File: config.mk
export PLATFORM = sky130hd
export DESIGN_NAME = needs_engine
export DESIGN_NICKNAME = d
export VERILOG_FILES = /design/src/rtl/needs_engine.sv
export SDC_FILE = /design/constraint.sdc
export NUM_CORES = 1
export LEC_CHECK = 0
export ABC_AREA = 1
export CORE_ASPECT_RATIO = 2
export CORE_MARGIN = 1.5
export CORE_UTILIZATION = 60
export CTS_BUF_LIST = sky130_fd_sc_hd__clkbuf_2 sky130_fd_sc_hd__clkbuf_4 sky130_fd_sc_hd__clkbuf_8
export CTS_CLUSTER_DIAMETER = 200
export DETAILED_ROUTE_END_ITERATION = 7
export GPL_ROUTABILITY_DRIVEN = 1
export PLACE_DENSITY_LB_ADDON = 0.2
export SLEW_MARGIN = 20
export SYNTH_ARGS = -nofsm -noshare
export SYNTH_HDL_FRONTEND = slang
export SYNTH_SLANG_ARGS = --single-unit
File: constraint.sdc
create_clock -name clk -period 4.7 [get_ports clk]
set_input_delay 0.94 -clock clk [delete_from_list [all_inputs] [get_ports clk]]
set_output_delay 0.94 -clock clk [all_outputs]
set_load 0.02 [all_outputs]
File: src/rtl/needs_engine.sv
// needs_engine: parametrised need-level bookkeeping with staggered decay,
// replenish actions, rest recovery and starvation tracking to DEAD.
module needs_engine #(
    parameter int N_CH       = 5,
    parameter int WIDTH      = 3,
    parameter int TICK_DIV   = 50000000,
    parameter int DECAY_BASE = 10,
    parameter int DECAY_STEP = 2,
    parameter int REFILL     = 3,
    parameter int LOW_THR    = 2,
    parameter int DEAD_SECS  = 30,
    parameter int REST_CH    = 2
) (
    input  logic                    clk,
    input  logic                    reset,
    input  logic [1:0]              velocidad,
    input  logic [N_CH-1:0]         accion,
    input  logic                    reposo,
    input  logic                    test,
    output logic [N_CH*WIDTH-1:0]   niveles,
    output logic [N_CH-1:0]         alarma,
    output logic [1:0]              estado,
    output logic                    sec_tick
);

    localparam int MAX  = (1 << WIDTH) - 1;
    localparam int PMAX = DECAY_BASE + (N_CH - 1) * DECAY_STEP;
    localparam int CW   = $clog2(PMAX + 1);
    localparam int PW   = $clog2(TICK_DIV + 1);
    localparam int SW   = $clog2(DEAD_SECS + 1);

    localparam logic [WIDTH:0]   MAXW = (WIDTH+1)'(MAX);
    localparam logic [WIDTH:0]   REFW = (WIDTH+1)'(REFILL);
    localparam logic [WIDTH-1:0] THR  = WIDTH'(LOW_THR);
    localparam logic [SW-1:0]    DSEC = SW'(DEAD_SECS);

    typedef enum logic [1:0] {
        OK    = 2'd0,
        NEEDY = 2'd1,
        CRIT  = 2'd2,
        DEAD  = 2'd3
    } st_t;

    st_t              state, state_nx;
    logic [PW-1:0]    cnt, tdiv, term;
    logic [SW-1:0]    starve, starve_nx;
    logic [WIDTH-1:0] lvl    [N_CH];
    logic [WIDTH-1:0] lvl_nx [N_CH];
    logic [CW-1:0]    cd     [N_CH];
    logic [CW-1:0]    cd_nx  [N_CH];
    logic [N_CH-1:0]  dtick, zero_nx, alarm_nx;
    logic             any_zero, dead;

    function automatic logic [CW-1:0] period(input int i);
        return CW'(DECAY_BASE + i * DECAY_STEP);
    endfunction

    function automatic logic [WIDTH-1:0] add_sat(
        input logic [WIDTH-1:0] a,
        input logic [WIDTH:0]   b
    );
        logic [WIDTH:0] s;
        s = {1'b0, a} + b;
        return (s > MAXW) ? WIDTH'(MAX) : s[WIDTH-1:0];
    endfunction

    function automatic logic [WIDTH-1:0] sub_sat(input logic [WIDTH-1:0] a);
        logic [WIDTH:0] s;
        s = {1'b0, a} - (WIDTH+1)'(1);
        return s[WIDTH] ? '0 : s[WIDTH-1:0];
    endfunction

    assign dead   = (state == DEAD);
    assign estado = state;

    for (genvar g = 0; g < N_CH; g++) begin : g_pack
        assign niveles[g*WIDTH +: WIDTH] = lvl[g];
    end

    // Prescaler terminal for the selected speed, never below one cycle.
    always_comb begin
        tdiv = PW'(TICK_DIV) >> velocidad;
        term = (tdiv > PW'(1)) ? tdiv - PW'(1) : '0;
    end

    // Seconds prescaler; >= compare keeps speed changes mid-count safe.
    always_ff @(posedge clk) begin
        if (reset) begin
            cnt      <= '0;
            sec_tick <= 1'b0;
        end else if (cnt >= term) begin
            cnt      <= '0;
            sec_tick <= 1'b1;
        end else begin
            cnt      <= cnt + PW'(1);
            sec_tick <= 1'b0;
        end
    end

    // Next-state levels, countdowns, starvation count and global state.
    always_comb begin
        any_zero = 1'b0;
        for (int i = 0; i < N_CH; i++) begin
            dtick[i]  = sec_tick && (cd[i] == CW'(1));
            cd_nx[i]  = cd[i];
            lvl_nx[i] = lvl[i];
            if (!dead && (test || accion[i])) begin
                cd_nx[i] = period(i);
            end else if (sec_tick) begin
                cd_nx[i] = dtick[i] ? period(i) : cd[i] - CW'(1);
            end
            if (!dead) begin
                if (test) begin
                    lvl_nx[i] = THR;
                end else if (accion[i]) begin
                    lvl_nx[i] = add_sat(lvl[i], REFW);
                end else if (dtick[i] && reposo && i == REST_CH) begin
                    lvl_nx[i] = add_sat(lvl[i], (WIDTH+1)'(1));
                end else if (dtick[i]) begin
                    lvl_nx[i] = sub_sat(lvl[i]);
                end
            end
            zero_nx[i]  = (lvl_nx[i] == '0);
            alarm_nx[i] = (lvl_nx[i] <= THR);
            if (lvl[i] == '0) any_zero = 1'b1;
        end

        if (!any_zero)
            starve_nx = '0;
        else if (sec_tick && starve < DSEC)
            starve_nx = starve + SW'(1);
        else
            starve_nx = starve;

        if (dead || starve_nx == DSEC)
            state_nx = DEAD;
        else if (|zero_nx)
            state_nx = CRIT;
        else if (|alarm_nx)
            state_nx = NEEDY;
        else
            state_nx = OK;
    end

    // Register levels, countdowns, alarms, starvation and state.
    always_ff @(posedge clk) begin
        if (reset) begin
            for (int i = 0; i < N_CH; i++) begin
                lvl[i] <= WIDTH'(MAX);
                cd[i]  <= period(i);
            end
            alarma <= '0;
            starve <= '0;
            state  <= OK;
        end else begin
            for (int i = 0; i < N_CH; i++) begin
                lvl[i] <= lvl_nx[i];
                cd[i]  <= cd_nx[i];
            end
            alarma <= alarm_nx;
            starve <= starve_nx;
            state  <= state_nx;
        end
    end

endmodule
==> results by group <==
Power
  • Static Leak: 2.84 nW
  • Power density over the cells: 261 mW/mm2
  • Total power: 1.54 mW
  • VDD IR max: 0.000192 V

Die
  • Die width: 69.3 um
  • Cell Rows: 48
  • Die H: 136 um
  • Core area: 0.00859 mm2
  • Initial Util: 61.4%
  • Die area: 0.00940 mm2
  • I/O Pins: 34

Final layout
  • Antenna cells: 0
  • # fillers: 762
  • Share of layout cells above drive strength 1: 4.99%
  • Fin nets: 879
  • Most frequent cells in the layout: nand2_1, inv_1, nor2_1, dfxtp_1, nand3_1
  • Commonest non-fill, non-tap cell in the layout: nand2_1
  • Growth of design area from synthesis to finish: 11.7%
  • Final cell count without fillers: 921

Clock network
  • Clk pin slew, worst setup/hold paths: 0.08 ns
  • Post-CTS resize count: 0
  • Root Buffer: clkbuf_8
  • Latest clock arrival within the worst-skew pair: 0.36 ns
  • H-tree depth: 3
  • Cts bufs inserted: 9
  • Clock sinks: 79
  • # hold bufs at CTS: 0
  • Post-CTS setup buffer count: 0
  • CTS max path bufs: 2
  • CTS tree: built

Timing
  • Final setup violation count: 0
  • Final worst setup slack: 1.35 ns
  • Minimum clock period: 3.35 ns
  • Final hold violations: 0
  • Max-Slew Margin vs Limit: 43.2%
  • Fmax: 299 MHz
  • Setup TNS: 0 ns
  • RSZ-0062 raised after global routing: false
  • Final period util: 71.2%
  • Final Skew: 0.00883 ns
  • Max-slew violation count: 0
  • Worst-Margin Slew: 0.851 ns

Logic synthesis
  • Seq cells post-synth: 79
  • Asr flop ratio synth: 0%
  • Synth warnings: 0
  • Syn_area_per_cell: 6.76 um2
  • Dominant cells by area after synthesis: dfxtp_1, nand2_1, ha_1
  • Main synth FF type: dfxtp_1
  • Seq/Total Area, Yosys: 30.0%
  • Dominant cell type by area after synthesis: dfxtp_1
  • Cells after synthesis: 780
  • Share of the synthesized area in the top cell type: 30.0%
  • Post-synth EDFFs: 0
  • Post-synth cell types: 34
  • Mapped cell area: 0.00528 mm2

Critical path
  • CP required: 4.94 ns
  • Worst Path Arrival: 3.59 ns
  • CP endpoint kind: register
  • Crit-path max FO: 26
  • CP startpoint kind: input port
  • Critical path class: in -> reg

Placed design
  • Dpl cells: 907
  • Placer's final routability congestion estimate: 0.891
  • DP Worst Slack: 0.977 ns
  • Buffers on Ports: 33
  • Post-DP HPWL: 9.85 mm

Detailed routing
  • DRT Pass-1 Iters: 7
  • Vias: 5034
  • Wire per inst: 13.8 um
  • Via density: 5.47
  • DRT iter0 DRCs: 277
  • Post-Route WL: 12.7 mm
  • Post-route ant nets: 0
  • Residual DRC: 0

Run status
  • Status: finished clean

Run
  • Max Cap Violations: 0

GRT
  • Largest net degree at the start of global routing: 27
  • Tot GR Track Use: 27.5%
  • Number of global-route vias before repair: 4881
  • Initial antenna violation count: 0
  • Global-route wire length before repair: 20.9 mm
  • GR Overflow Total: 0

Worst hold path
  • Hold Crit Class: reg -> reg
==> power breakdown <==
group	switching, mW	total [mW]	internal [mW]
Combinational	0.200	0.315	0.115
Sequential	0.0289	0.723	0.694
Clock	0.247	0.499	0.252
Total	0.475	1.54	1.06
==> cell families (layout without fill, tap and decap cells) <==
kind of cell / after synthesis / after routing / synth area share, %
AO/OA/AOI/OAI: 70 / 70 / 7.33
XOR/XNOR: 38 / 38 / 6.31
adder cells (fa/ha/maj): 50 / 50 / 11.9
buffers and inverters: 136 / 171 / 9.87
flip-flops: 79 / 79 / 30.0
other: 2 / 8 / 0.142
AND/OR/NAND/NOR: 405 / 405 / 34.5
==> critical path, cell delays in order <==
cell and delay [ns]:
clkdlybuf4s50_1 0.56, inv_1 0.09, nor2_1 0.18, inv_1 0.07, ha_1 0.31, ha_1 0.29, nand2_1 0.07, nor4_1 0.22
o21ai_0 0.12, o2111ai_1 0.09, nand4_1 0.14, nand4_1 0.11, buf_4 0.30, nor2_1 0.08
==> registers in the layout (all words and copies together) (netlist names) <==
register and count:
cnt 26, cd 25, lvl 15, alarma 5
starve 5, estado 2, sec_tick 1
==> per-stage QoR <==
stage	cell area [um2]	hold slack (ns)	util [%]
after global routing	5890	0.526	68.6
after floorplan	5300	0.440	-
after detailed placement	5710	0.467	66.4
final	5890	0.481	68.6
after CTS	5890	0.488	68.6
after global placement	5710	0.455	66.4
==> per-layer routing <==
metal	wire length (um)	share of wire (%)	track usage (%)
met5	0	0	0
met1	4640	37	25.7
met4	533	4.2	14.4
met2	7120	56	55.8
met3	400	3.2	3.79
==> Yosys cell counts (4+ instances only) <==
master and instances:
o211ai_1 7, clkbuf_1 8, a31oi_1 4, nor3_1 12, xnor2_1 15, nor2_2 6
a21oi_1 34, nand4_1 12, nand2_1 184, inv_1 119, dfxtp_1 79, xor2_1 23
ha_1 50, nor4_1 10, buf_2 5, nor3_2 4, o21ai_0 18, nor2_1 101
nand3_1 64
==> path summary, 6_finish.rpt <==
path,cells past startpoint,endpoint,start,slack [ns]
max,14,cnt[22],velocidad[1],1.35
min,1,cnt[0],cnt[0],0.48
max reg2reg,10,estado[0],sec_tick,2.13
min reg2reg,1,cnt[0],cnt[0],0.48
==> final cells by class <==
type	count	area, um2	area share (%)
Tap cell	100	125	2.12
Sequential cell	79	1580	26.8
Timing Repair Buffer	35	345	5.86
Inverter	122	458	7.77
Clock inverter	4	47.5	0.807
Multi-Input combinational cell	571	3200	54.2
Clock buffer	10	138	2.34
No activity file was read; power rests on OpenSTA's default activity.
